[config.mk]
export PLATFORM = sky130hd
export DESIGN_NAME = adder_share_arbiter
export DESIGN_NICKNAME = d
export VERILOG_FILES = /design/src/rtl/adder_share_pkg.sv /design/src/rtl/adder.sv /design/src/rtl/adder_share_arbiter_rr_arbiter.sv /design/src/rtl/adder_share_arbiter.sv
export SDC_FILE = /design/constraint.sdc
export NUM_CORES = 1
export LEC_CHECK = 0
export ABC_AREA = 1
export BUFFER_PORTS_ARGS = -buffer_cell sky130_fd_sc_hd__buf_2
export CORE_MARGIN = 2
export CORE_UTILIZATION = 40
export DETAILED_ROUTE_END_ITERATION = 8
export PLACE_DENSITY = 0.76
export REMOVE_ABC_BUFFERS = 1
export SLEW_MARGIN = 20
export SYNTH_ARGS = -nofsm -noshare
export SYNTH_HDL_FRONTEND = slang
export SYNTH_SLANG_ARGS = --single-unit
export TNS_END_PERCENT = 50
[constraint.sdc]
create_clock -name clk -period 4.3 [get_ports clk]
set_clock_uncertainty 0.15 [all_clocks]
set_input_delay 0.86 -clock clk [delete_from_list [all_inputs] [get_ports clk]]
set_output_delay 0.86 -clock clk [all_outputs]
set_load 0.02 [all_outputs]
[src/rtl/adder_share_pkg.sv]
// adder_share_pkg: shared types and default sizing for adder_share_arbiter.
package adder_share_pkg;
   localparam int N_DEF = 21;
   localparam int NREQ_DEF = 4;
   localparam int MAX_LEN_DEF = 20;
   localparam int ID_W = $clog2(NREQ_DEF);
   localparam int CNT_W = $clog2(MAX_LEN_DEF + 1);
   typedef enum logic {IDLE, LOCKED} state_t;
endpackage

[src/rtl/adder.sv]
// adder: combinational N-bit adder, carry dropped.
module adder #(
   parameter int N = 21
) (
   input  logic [N-1:0] input1,
   input  logic [N-1:0] input2,
   output logic [N-1:0] sum
);
   assign sum = input1 + input2;
endmodule

[src/rtl/adder_share_arbiter_rr_arbiter.sv]
// rr_arbiter: combinational round-robin pick, searching upward from ptr.
module rr_arbiter #(
   parameter int NREQ = 4,
   parameter int IW = $clog2(NREQ)
) (
   input  logic [NREQ-1:0] req,
   input  logic [IW-1:0]   ptr,
   output logic [NREQ-1:0] gnt,
   output logic [IW-1:0]   id,
   output logic            any
);
   // Scan from the farthest position back to ptr so the closest requester wins.
   always_comb begin
      gnt = '0;
      id = '0;
      any = 1'b0;
      for (int i = NREQ - 1; i >= 0; i--) begin
         if (req[(int'(ptr) + i) % NREQ]) begin
            gnt = '0;
            gnt[(int'(ptr) + i) % NREQ] = 1'b1;
            id = IW'((int'(ptr) + i) % NREQ);
            any = 1'b1;
         end
      end
   end
endmodule

[src/rtl/adder_share_arbiter.sv]
// adder_share_arbiter: packet-locked round-robin sharing of one adder among NREQ sources.
// Define OPERAND_ISOLATION_EN to load operand registers only on accepted flits.
module adder_share_arbiter
   import adder_share_pkg::*;
#(
   parameter int N = N_DEF,
   parameter int NREQ = NREQ_DEF,
   parameter int MAX_LEN = MAX_LEN_DEF,
   parameter int IW = $clog2(NREQ),
   parameter int CW = $clog2(MAX_LEN + 1)
) (
   input  logic            clk,
   input  logic            rst,
   input  logic [NREQ-1:0] req_valid,
   input  logic [NREQ-1:0] req_last,
   input  logic [NREQ*N-1:0] req_op1,
   input  logic [NREQ*N-1:0] req_op2,
   output logic [NREQ-1:0] req_ready,
   output logic            res_valid,
   input  logic            res_ready,
   output logic [N-1:0]    res_sum,
   output logic [IW-1:0]   res_id,
   output logic            res_last,
   output logic            err_len
);
   state_t state, state_nx;
   logic [IW-1:0] lock_id, lock_id_nx, rr_ptr, rr_ptr_nx, arb_id, g, g_next;
   logic [CW-1:0] flit_cnt, flit_cnt_nx, cnt_inc;
   logic [NREQ-1:0] arb_gnt;
   logic arb_any, adv, accept, last_in, fin;
   logic [N-1:0] op1_q, op2_q;

   rr_arbiter #(.NREQ(NREQ), .IW(IW)) u_arb (
      .req(req_valid),
      .ptr(rr_ptr),
      .gnt(arb_gnt),
      .id(arb_id),
      .any(arb_any)
   );

   adder #(.N(N)) u_adder (
      .input1(op1_q),
      .input2(op2_q),
      .sum(res_sum)
   );

   assign adv = !res_valid || res_ready;
   assign g = (state == LOCKED) ? lock_id : (arb_any ? arb_id : rr_ptr);
   assign g_next = (g == IW'(NREQ - 1)) ? '0 : g + IW'(1);
   assign req_ready = !adv ? '0 : (state == LOCKED) ? (NREQ'(1) << lock_id) : arb_gnt;
   assign accept = |(req_valid & req_ready);
   assign last_in = req_last[g];
   assign cnt_inc = flit_cnt + CW'(1);
   assign fin = last_in || (cnt_inc == CW'(MAX_LEN));

   always_comb begin
      state_nx = state;
      lock_id_nx = lock_id;
      flit_cnt_nx = flit_cnt;
      rr_ptr_nx = rr_ptr;
      if (accept) begin
         state_nx = fin ? IDLE : LOCKED;
         lock_id_nx = g;
         flit_cnt_nx = fin ? '0 : cnt_inc;
         rr_ptr_nx = fin ? g_next : rr_ptr;
      end
   end

   always_ff @(posedge clk) begin
      if (rst) begin
         state <= IDLE;
         lock_id <= '0;
         flit_cnt <= '0;
         rr_ptr <= '0;
      end else begin
         state <= state_nx;
         lock_id <= lock_id_nx;
         flit_cnt <= flit_cnt_nx;
         rr_ptr <= rr_ptr_nx;
      end
   end

   always_ff @(posedge clk) begin
      if (rst) begin
         res_valid <= 1'b0;
         res_id <= '0;
         res_last <= 1'b0;
         err_len <= 1'b0;
         op1_q <= '0;
         op2_q <= '0;
      end else begin
         err_len <= err_len | (accept && fin && !last_in);
         if (adv) begin
            res_valid <= accept;
            if (accept) begin
               res_id <= g;
               res_last <= fin;
            end
         end
`ifdef OPERAND_ISOLATION_EN
         if (accept) begin
`else
         if (adv) begin
`endif
            op1_q <= req_op1[g*N +: N];
            op2_q <= req_op2[g*N +: N];
         end
      end
   end
endmodule

Yosys cells after proc, flatten, opt, wreduce, memory -nomap -nowiden
Cells that the tools add are included.
{"block": "op_classes", "add_sub_neg": 6, "multipliers": 1, "div_mod_pow": 0, "order_cmp": 9, "n_eq_ne": 2, "n_shift": 3, "n_mux": 40, "n_bitwise": 5, "reduce_logical": 16}
{"cell": "$shiftx 84x8->21", "count": 2}
{"cell": "$mux 4", "count": 6}
{"cell": "$add 21x21->21", "count": 1}
{"cell": "$mux 1", "count": 17}
{"cell": "$mux 2", "count": 7}
{"cell": "$lt 3x4->1 const B", "count": 3}
{"cell": "$bmux 1 s2", "count": 5}
{"cell": "$ge 3x1->1 const B", "count": 3}
{"cell": "$demux 1 s2", "count": 4}
{"cell": "$mul 2x5->7 const B", "count": 1}
{"cell": "$logic_and 1x1->1", "count": 6}
{"cell": "$lt 2x3->1 const B", "count": 2}
{"cell": "$reduce_or 2->1", "count": 3}
{"cell": "$add 5x1->5 const B", "count": 1}
{"cell": "$eq 5x5->1 const B", "count": 1}
{"cell": "$mux 5", "count": 1}
{"cell": "$add 2x1->2 const B", "count": 2}
{"cell": "$add 2x2->2 const B", "count": 2}
{"cell": "$and 4x4->4", "count": 1}
{"cell": "$reduce_and 2->1", "count": 2}
{"cell": "$reduce_or 4->1", "count": 1}
{"cell": "$shl 1x2->4 const A", "count": 1}
{"cell": "$and 1x1->1 const A", "count": 3}
{"cell": "$eq 2x2->1 const B", "count": 1}
{"cell": "4 further kinds", "count": 6}
{"block": "word_totals", "ff_bits": 57, "latch_bits": 0, "mem_bits_rw": 0, "romBits": 0, "inputBits": 179, "out_inout_bits": 30, "wordCells": 92, "memories": 0}

Depth between registers and ports, before layout
Gate-level depths: netlist of run 1.
{"block": "logic_depth", "word_depth": 18, "depth_mapped": 20, "mapped_depth_nobuf": 19}

Hierarchy
From an unflattened synthesis of run 1, not the netlist that was laid out.
{"block": "hier_totals", "hier_cells": 990, "hier_area_um2": 5894.4}
{"module": "adder_share_arbiter", "n_inst": 1, "cells_per_inst": 644, "area_each_um2": 4021.4, "seq_area_each_um2": 1141.1}
{"module": "adder", "n_inst": 1, "cells_per_inst": 260, "area_each_um2": 1370.1, "seq_area_each_um2": 0.0}
{"module": "rr_arbiter", "n_inst": 1, "cells_per_inst": 86, "area_each_um2": 503.0, "seq_area_each_um2": 0.0}

Worst setup path before layout of run 1
OpenSTA, ideal clock, no wires.
{"block": "synth_timing", "path_kind": "register -> output", "start": "reg op1_q[5]", "end": "out res_sum[16]", "t_arrival_ns": 2.076, "required_ns": 3.290, "path_slack_ns": 1.214, "stages_incl_launch_ff": 11, "n_path_buf": 0, "path_cell_list": "dfxtp_1 ha_1 nand2_1 inv_1 nand3_1 nor3_1 a21oi_1 o21ai_0 a21boi_0 o21ai_0 xor2_1"}
{"block": "synth_via", "elab_chain_len": 1}
{"element": "start: declaration", "line": "adder_share_arbiter.sv:31", "source": "logic [N-1:0] op1_q, op2_q;"}
{"element": "start signal: assignment", "line": "adder_share_arbiter.sv:105", "source": "op1_q <= req_op1[g*N +: N];"}
{"element": "$add 21x21->21", "line": "adder.sv:9", "source": "assign sum = input1 + input2;"}
{"element": "end: declaration", "line": "adder_share_arbiter.sv:21", "source": "output logic [N-1:0] res_sum,"}
No other way between the ends.

Worst setup path after layout of run 1
{"block": "layout_timing", "start": "reg op1_q[3]", "end": "out res_sum[16]"}
The elaborated chain is that of the path after synthesis.

==> results of run 1 <==
per-stage QoR:
stage	cell area [µm²]	std cells	hold WS, ns
floorplan	4930	762	0.301
global placement	6270	1152	0.296
detailed placement	6270	1152	0.298
CTS	6560	1168	0.307
global route	6560	1168	0.342
finish	6560	1168	0.307
layer usage:
metal	up-vias	track usage	wire length, µm
li1	3041	-	-
met1	2593	0.274	6730
met2	172	0.363	6770
met3	19	0.0397	916
met4	0	0.0730	267
met5	-	0	0
state kept, by name, summed over array words and instances, names as in the netlist:
signal	cells
op2_q	21
err_len	1
rr_ptr	2
state	1
flit_cnt	5
op1_q	21
lock_id	2
res_valid	1
res_id	2
res_last	1
logic make-up (layout without fill, tap and decap cells):
kind of cell | after synthesis | count (layout) | synth area share
compound gates | 234 | 234 | 0.264
xor+xnor | 23 | 23 | 0.0390
fa+ha+maj | 30 | 30 | 0.0741
simple gates | 338 | 338 | 0.298
buf+inv | 122 | 314 | 0.104
flops | 57 | 57 | 0.221
Yosys cell counts:
| library cell | count | area [µm²] |
|---|---|---|
| nand2_1 | 124 | 465 |
| nor2_1 | 107 | 402 |
| inv_1 | 70 | 263 |
| dfxtp_1 | 57 | 1140 |
| o21ai_0 | 56 | 280 |
| o21bai_1 | 43 | 323 |
| o21ai_1 | 42 | 210 |
| o22ai_1 | 42 | 263 |
| a21oi_1 | 41 | 205 |
| or2_1 | 39 | 244 |
| nand3_1 | 31 | 155 |
| ha_1 | 29 | 363 |
| buf_2 | 18 | 90.1 |
| clkbuf_1 | 17 | 63.8 |
| xor2_1 | 15 | 131 |
| nand2_2 | 11 | 68.8 |
| inv_2 | 9 | 33.8 |
| xnor2_1 | 8 | 70.1 |
| buf_6 | 7 | 78.8 |
| nand3_2 | 7 | 70.1 |
| or2_0 | 5 | 31.3 |
| o211ai_1 | 4 | 30.0 |
| a21o_1 | 3 | 22.5 |
| nand4_1 | 3 | 18.8 |
| nor2_2 | 3 | 18.8 |
| nand3b_1 | 2 | 15.0 |
| nor4_1 | 2 | 12.5 |
| a21boi_0 | 1 | 7.51 |
| a21oi_4 | 1 | 16.3 |
| a221oi_1 | 1 | 8.76 |
| and2_4 | 1 | 8.76 |
| fa_1 | 1 | 20.0 |
| inv_6 | 1 | 8.76 |
| nand2_4 | 1 | 11.3 |
| nor2_4 | 1 | 11.3 |
| nor3_1 | 1 | 5.00 |
placed cells by master (no fill, tap or decap), types with 10 or more instances in the layout:
cell type and instances:
a21oi_1 41, dfxtp_1 57, or2_1 39, ha_1 29, nand3_1 31, buf_2 208, buf_4 10, o22ai_1 42
nand2_2 11, xor2_1 15, nand2_1 124, o21ai_0 56, nor2_1 106, inv_2 10, inv_1 69, o21ai_1 42
o21bai_1 43
worst min-delay path, delay by kind of cell (launching register included):
family	cells	cell delay (ns)
buf+inv	1	0.05
flops	1	0.31
compound gates	1	0.05
where the power goes:
group	leakage (nW)	internal [mW]	switching (mW)	total (mW)
registers	0.473	0.738	0.128	0.866
clock network	0.144	0.462	0.231	0.692
logic	2.96	1.42	2.64	4.06
final timing paths:
kind                                 end  slack [ns]
setup / recovery             res_sum[16]        0.56
hold / removal        err_len$_SDFF_PP0_        0.31
setup reg to reg  op1_q[14]$_SDFFE_PP0N_        0.98
hold reg to reg       err_len$_SDFF_PP0_        0.31
cell type report:
type / count / area, µm² / area share
clock buffers: 13 / 250 / 0.0381
clock inverters: 3 / 40.0 / 0.00610
inverters: 80 / 305 / 0.0465
multi-input cells: 625 / 3500 / 0.533
flip-flops and latches: 57 / 1140 / 0.174
well taps: 172 / 215 / 0.0328
repair buffers: 218 / 1120 / 0.170
==> metrics.cfg, run 1 <==
[status]
outcome = finished, final reports clean

[detailed_routing]
wl_um = 14700
vias = 5825
routed_via_density = 4.99
avgRoutedWirePerCell_um = 12.6
drc = 0
dr.pass1.iters = 4
drt-initial-drc-count = 241
ant_nets = 0

[setup_path]
reg2regPathDepth = 17
critPathCaptureType = primary output
r2r-start = rr_ptr[1]$_SDFFE_PP0P_
cp.buffers_inverters = 1
cp_cell_sequence = ha_1, a21oi_1, o21bai_1, nand2_1, o211ai_1, a21oi_1, o21ai_0, a21boi_0, o21ai_0, xor2_1, buf_2
path_delay_family = compound AO/OA/AOI/OAI gates
cp_num_cells = 11
cpPeakStageDelay_ns = 0.36
critPathLaunchType = flop
worst-endpoint-required_ns = 3.29
critPathKind = flop to primary output
worstPathMaxFanout = 5
critical_path.startpoint = op1_q[3]$_SDFFE_PP0N_
worst_path_max_delay_cell = ha_1
arrival_ns = 2.73

[synthesis]
synth.distinct_cells = 36
seq_area_frac_synth = 0.221
synth_cells = 804
synth_area_um2 = 5170
synth-seq-cells = 57
syn_area_per_cell_um2 = 6.43
ys_warn_count = 0

[clocking]
path_clk_slew_ns = 0.05
cts-root-buf = clkbuf_16
ctsHoldBuffers = 0
cts_buffers = 9
htree_levels = 3
postCtsResizedCells = 0
cts.sinks = 57
clk_path_buf_depth = 2
post-cts-setup-buffers = 0
cts_tree = done
clkLatencyLatePin_ns = 0.32

[timing]
tns_ns = 0
setup_violations = 0
min_period_over_period = 0.869
worstMarginPinSlew_ns = 0.636
min_period_ns = 3.74
relSlewSlack = 0.576
hold_viol_final = 0
fmax_mhz = 268
layout_setup_ws_ns = 0.564
rsz0062_at_grt = false
timing.final.max_slew_violations = 0

[worst_hold_path]
hp-start = err_len$_SDFF_PP0_
holdPathStages = 2
min_path_type = flop to flop

[die]
die_h_um = 118
pin_count = 209
core.rowCount = 41
core-area_um2 = 12600
start_util = 0.409
die_x_um = 118
dieArea_um2 = 13800

[placed_design]
post-dp-hpwl_um = 11400
place_congestion = 0.918
post-place-ws_ns = 0.944
numPortBuffers = 208

[power_and_ir_drop]
vdd_drop_max_mv = 0.355
p_leak_nw = 3.57
power_mw = 5.62
powerDensity_nw_per_um2 = 856

[global_route]
grt_first_pass_wirelength_um = 25100
grt_max_degree = 59
gr-total-overflow = 0
antenna_found_initial = 0
track_usage = 0.215
grt_pass1_vias = 5528

[cells_and_area]
nets = 1200
drive_above_1_share = 0.269
syn2layout_area_growth_pct = 27.0
num_antenna_cells = 0
fillers = 1313
utilization = 0.520

[job]
maxCapViolCount = 0

(Power assumes the default switching activity.)
==> inputs of run 2 (changes only) <==
CORE_UTILIZATION = 50   (was 40)
GPL_TIMING_DRIVEN = 0   (was unset)
PLACE_DENSITY = 0.9   (was 0.76)
==> run 2 against run 1 <==
First-iteration DRC count up 57%. Combinational power about the same. Largest cell class unchanged. Die area down 19%. Register-to-register slack worse by 0.62 ns. Worst setup slack worse by 0.20 ns. Fmax down 5.1%. Design area down 1.9%. Utilization up 11 points. Power down 1.8%. Routed wire length down 0.31%. Critical endpoint is now op1_q[14]$_SDFFE_PP0N_. Hold slack better by 0.016 ns. Clock power down 16%.
==> metrics.cfg, run 2 (synthesis results as in run 1) <==
[setup_path]
r2r_setup_slack_ns = 0.36  ; -0.62 ns
cp.buffers_inverters = 5  ; +4
worstPathMaxFanout = 88  ; +83
reg2regPathDepth = 16  ; -1
r2r-start = rr_ptr[0]$_SDFFE_PP0P_
worst-endpoint-required_ns = 4.38  ; +1.09 ns
cp_cell_sequence = inv_6, ha_1, inv_1, nand3_2, nand2_2, inv_2, nand2_1, nand2_1, nand3_1, nand3_2, nand2_4, inv_4, nor2_1, o22ai_1, o21bai_1, inv_1
critPathCaptureType = flop
path_delay_family = simple AND/OR/NAND/NOR gates
timing.rr.end = op1_q[14]$_SDFFE_PP0N_
cpPeakStageDelay_ns = 0.70  ; +0.34 ns
arrival_ns = 4.02  ; +1.29 ns
worst_path_max_delay_cell = dfxtp_1
critPathLaunchType = flop
critPathKind = flop to flop

[die]
pin_count = 209  ; unchanged
core-area_um2 = 10200  ; -19%
core.rowCount = 37  ; -9.8%
die_x_um = 106  ; -10%
die_h_um = 106  ; -10%
dieArea_um2 = 11200  ; -19%
start_util = 0.507  ; +0.0979

[power_and_ir_drop]
clkPwrFrac = 0.105  ; -0.018
p_leak_nw = 3.52  ; -1.5%
powerDensity_nw_per_um2 = 857  ; about the same
switching_share = 0.545  ; +0.0107
power_mw = 5.52  ; -1.8%
combPwrFrac = 0.738  ; +0.015
seq_power_share = 0.157  ; +0.003
p_int_mw = 2.51  ; -4.1%
vdd_drop_max_mv = 0.472  ; +33%
p_switching_mw = 3.01  ; +0.16%

[placed_design]
post-place-ws_ns = 0.367  ; -0.576 ns
dpl-instance-area_um2 = 6180  ; -1.4%
post-dp-hpwl_um = 10800  ; -5.4%
numPortBuffers = 208  ; unchanged
dpl.cell_count = 1107  ; -3.9%
place_congestion = 0.887  ; -3.3%

[worst_hold_path]
worstHoldEndpoint = err_len$_SDFF_PP0_
hp-start = err_len$_SDFF_PP0_
min_path_type = flop to flop
holdPathStages = 2  ; unchanged

[detailed_routing]
vias = 5922  ; +1.7%
ant_nets = 0  ; unchanged
drc = 0  ; unchanged
routed_via_density = 5.27  ; +5.6%
wl_um = 14600  ; -0.31%
dr.pass1.iters = 5  ; +1
drt-initial-drc-count = 378  ; +57%
avgRoutedWirePerCell_um = 13.0  ; +3.6%

[status]
outcome = finished, final reports clean

[timing]
setup_violations = 0  ; unchanged
fmax_mhz = 254  ; -5.1%
layout_setup_ws_ns = 0.363  ; -0.201 ns
worstMarginPinSlew_ns = 0.906  ; +0.270 ns
relSlewSlack = 0.394  ; -0.182
min_period_over_period = 0.916  ; +0.0468
min_period_ns = 3.94  ; +0.201 ns
rsz0062_at_grt = false
hold_viol_final = 0  ; unchanged
timing.final.max_slew_violations = 0  ; unchanged

[cells_and_area]
syn2layout_area_growth_pct = 24.6
num_antenna_cells = 0  ; unchanged
nets = 1192  ; -0.67%
reg_top3 = op1_q x21, op2_q x21, flit_cnt x5
utilization = 0.632  ; +0.112
fin_area_um2 = 6440  ; -1.9%
drive_above_1_share = 0.267  ; -0.00187
finalNonFillerCells = 1124  ; -3.8%
most-common-layout-cells = 208 x buf_2, 124 x nand2_1, 106 x nor2_1, 68 x inv_1, 57 x dfxtp_1
final_common_cell = buf_2

[clocking]
cts_buffers = 9  ; unchanged
cts.sinks = 57  ; unchanged
path_clk_slew_ns = 0.08  ; +0.03 ns
cts_tree = done
post-cts-setup-buffers = 0  ; unchanged
postCtsResizedCells = 0  ; unchanged
cts-root-buf = clkbuf_8
clk_path_buf_depth = 2  ; unchanged
clkLatencyLatePin_ns = 0.35  ; +0.03 ns
htree_levels = 3  ; unchanged
ctsHoldBuffers = 0  ; unchanged

[global_route]
antenna_found_initial = 0  ; unchanged
gr-total-overflow = 0  ; unchanged
grt_first_pass_wirelength_um = 24200  ; -3.4%
track_usage = 0.262  ; +0.0472
grt_max_degree = 89  ; +51%
grt_pass1_vias = 5510  ; -0.33%

[job]
maxCapViolCount = 0  ; unchanged

-- run 2: cell count changes in the layout (fill, tap and decap cells not counted) --
cell        previous run  this run
clkinvlp_4             0         1
inv_1                 69        68
buf_4                 10         0
bufinv_16              1         2
clkbuf_8               1        11
buf_16                 0         2
inv_4                  0         1
clkbuf_1               3         0
clkbuf_16              9         0
-- run 2: cell type report --
cell class              instances  area [µm²]
flip-flops and latches         57        1140
clock inverters                 5        77.6
fillers                       944        3740
well taps                     136         170
multi-input cells             625        3500
inverters                      80         308
repair buffers                210        1100
clock buffers                  11         151
-- run 2: layer usage --
metal	share of wire	track usage	wire length [µm]	vias to the layer above
met3	0.054	0.0439	789	40
li1	-	-	-	3031
met2	0.49	0.469	7170	224
met5	0	0	0	-
met1	0.42	0.304	6180	2627
met4	0.034	0.117	497	0
-- run 2: how the worst max path moves through the flow --
stage	startpoint	to	slack [ns]	cells past startpoint
after floorplan	res_ready	req_ready[3]	-0.25	4
after global placement	res_ready	req_ready[3]	-2.05	6
after detailed placement	rr_ptr[0]$_SDFFE_PP0P_	op1_q[14]$_SDFFE_PP0N_	0.37	16
after CTS	rr_ptr[0]$_SDFFE_PP0P_	op1_q[14]$_SDFFE_PP0N_	0.35	16
after global routing	rr_ptr[0]$_SDFFE_PP0P_	op1_q[14]$_SDFFE_PP0N_	0.05	16
final	rr_ptr[0]$_SDFFE_PP0P_	op1_q[14]$_SDFFE_PP0N_	0.36	16
-- run 2: per-stage QoR --
step / TNS, ns / hold WS [ns]
after floorplan: -0.327 / 0.301
after global placement: -88.04 / 0.289
after detailed placement: 0 / 0.303
after CTS: 0 / 0.317
after global routing: 0 / 0.347
final: 0 / 0.323
-- run 2: power by group through the flow --
stage | clock network (mW) | registers (mW) | logic, mW
6_report | 0.578 | 0.865 | 4.07
5_1_grt | 0.606 | 0.890 | 4.57
4_1_cts | 0.584 | 0.863 | 4.04
3_5_place_dp | 0 | 0.873 | 4.01
3_3_place_gp | 0 | 0.865 | 3.92
2_1_floorplan | 0 | 0.857 | 2.92
-- run 2: tightest hold or removal path, cell delays in order (launching register included) --
cell,delay [ns]
dfxtp_1,0.32
inv_1,0.05
a21oi_1,0.06
==> inputs of run 3 (changes only) <==
RECOVER_POWER = 25   (was unset)
==> run 3 against run 2 <==
Design area down 0.39%. Routed wire length barely moved. Worst setup slack better by 0.0098 ns. Global-route usage unchanged. Highest routed layer unchanged. Cell count unchanged. Clock power is essentially flat. Critical path type unchanged.
==> metrics.cfg, run 3 (synthesis results as in run 1) <==
[setup_path]
arrival_ns = 4.01  ; about the same
worstPathMaxFanout = 88  ; unchanged
timing.rr.end = op1_q[14]$_SDFFE_PP0N_
critPathCaptureType = flop
critPathKind = flop to flop
r2r-start = rr_ptr[0]$_SDFFE_PP0P_
r2r_setup_slack_ns = 0.37  ; about the same
reg2regPathDepth = 16  ; unchanged
worst-endpoint-required_ns = 4.38  ; about the same
critical_path.startpoint = rr_ptr[0]$_SDFFE_PP0P_
critPathLaunchType = flop

[timing]
setup_violations = 0  ; unchanged
relSlewSlack = 0.393  ; -0.000950
worstMarginPinSlew_ns = 0.908  ; +0.00142 ns
timing.final.max_slew_violations = 0  ; unchanged
whs_ns = 0.324  ; +0.00129 ns
tns_ns = 0  ; unchanged
rsz0062_at_grt = false
min_period_over_period = 0.913  ; -0.00229
fmax_mhz = 255  ; +0.25%
min_period_ns = 3.93  ; -0.00984 ns
hold_viol_final = 0  ; unchanged

[die]
core.rowCount = 37  ; unchanged
die_h_um = 106  ; unchanged
start_util = 0.507  ; unchanged
core-area_um2 = 10200  ; unchanged
dieArea_um2 = 11200  ; unchanged
pin_count = 209  ; unchanged
die_x_um = 106  ; unchanged

[clocking]
cts.sinks = 57  ; unchanged
clk_path_buf_depth = 2  ; unchanged
cts_buffers = 9  ; unchanged
path_clk_slew_ns = 0.08  ; about the same
htree_levels = 3  ; unchanged
post-cts-setup-buffers = 0  ; unchanged
cts_tree = done
clkLatencyLatePin_ns = 0.34  ; about the same
cts-root-buf = clkbuf_8
postCtsResizedCells = 0  ; unchanged
ctsHoldBuffers = 0  ; unchanged

[global_route]
grt_max_degree = 89  ; unchanged
grt_pass1_vias = 5510  ; unchanged
gr-total-overflow = 0  ; unchanged
grt_first_pass_wirelength_um = 24200  ; unchanged
track_usage = 0.262  ; unchanged
antenna_found_initial = 0  ; unchanged

[cells_and_area]
utilization = 0.630  ; -0.00246
syn2layout_area_growth_pct = 24.1
nets = 1192  ; unchanged
reg_top3 = op1_q x21, op2_q x21, flit_cnt x5
finalNonFillerCells = 1124  ; unchanged
final_common_cell = buf_2
num_antenna_cells = 0  ; unchanged
most-common-layout-cells = 190 x buf_2, 124 x nand2_1, 107 x nor2_1, 68 x inv_1, 57 x dfxtp_1
drive_above_1_share = 0.248  ; -0.0192

[detailed_routing]
routed_via_density = 5.21  ; -1.1%
drc = 0  ; unchanged
avgRoutedWirePerCell_um = 13.0  ; about the same
wl_um = 14600  ; about the same
drt-initial-drc-count = 405  ; +7.1%
ant_nets = 0  ; unchanged
dr.pass1.iters = 7  ; +2
vias = 5858  ; -1.1%

[placed_design]
numPortBuffers = 208  ; unchanged
post-dp-hpwl_um = 10800  ; unchanged
place_congestion = 0.887  ; unchanged
dpl.cell_count = 1107  ; unchanged

[worst_hold_path]
hp-start = err_len$_SDFF_PP0_
holdPathStages = 2  ; unchanged
min_path_type = flop to flop
worstHoldEndpoint = err_len$_SDFF_PP0_

[power_and_ir_drop]
power_mw = 5.48  ; -0.71%
powerDensity_nw_per_um2 = 854  ; -0.32%
vdd_drop_max_mv = 0.464  ; -1.6%
p_leak_nw = 3.46  ; -1.7%

[job]
maxCapViolCount = 0  ; unchanged

[status]
outcome = finished, final reports clean

[run 3: cell count changes in the layout (fill, tap and decap cells not counted), sizes merged]
cell,change
clkbuf,+18
buf,-18
[run 3: worst max path at each step]
stage / end
after CTS: op1_q[14]$_SDFFE_PP0N_
final: op1_q[14]$_SDFFE_PP0N_
after global placement: req_ready[3]
after detailed placement: op1_q[14]$_SDFFE_PP0N_
after global routing: op1_q[14]$_SDFFE_PP0N_
after floorplan: req_ready[3]
[run 3: area by class of cell]
cell class,count,area [µm²]
well taps,136,170
clock inverters,5,77.6
inverters,80,308
clock buffers,11,151
fillers,957,3770
flip-flops and latches,57,1140
multi-input cells,625,3490
repair buffers,210,1070
[run 3: per-stage QoR]
step | cell area, µm² | setup WS [ns]
after floorplan | 4930 | -0.252
after global placement | 6150 | -2.05
after detailed placement | 6180 | 0.367
after CTS | 6410 | 0.347
after global routing | 6410 | 0.0502
final | 6410 | 0.373
[run 3: routing by layer]
| metal | wire length [µm] | vias up | track usage |
|---|---|---|---|
| met1 | 6290 | 2598 | 0.304 |
| met5 | 0 | - | 0 |
| met2 | 7120 | 194 | 0.469 |
| li1 | - | 3026 | - |
| met3 | 705 | 40 | 0.0439 |
| met4 | 525 | 0 | 0.117 |
[run 3: power by group]
part / leakage [nW] / internal, mW / switching, mW
Clock: 0.115 / 0.356 / 0.222
Combinational: 2.87 / 1.38 / 2.66
Sequential: 0.473 / 0.736 / 0.130
[run 3: critical path: stages (launching register included)]
cell,delay (ns)
dfxtp_1,0.70
inv_6,0.10
ha_1,0.35
inv_1,0.10
nand3_2,0.10
nand2_2,0.15
inv_2,0.07
nand2_1,0.07
nand2_1,0.05
nand3_1,0.11
nand3_2,0.10
nand2_4,0.58
inv_4,0.49
nor2_1,0.30
o22ai_1,0.16
o21bai_1,0.14
inv_1,0.05
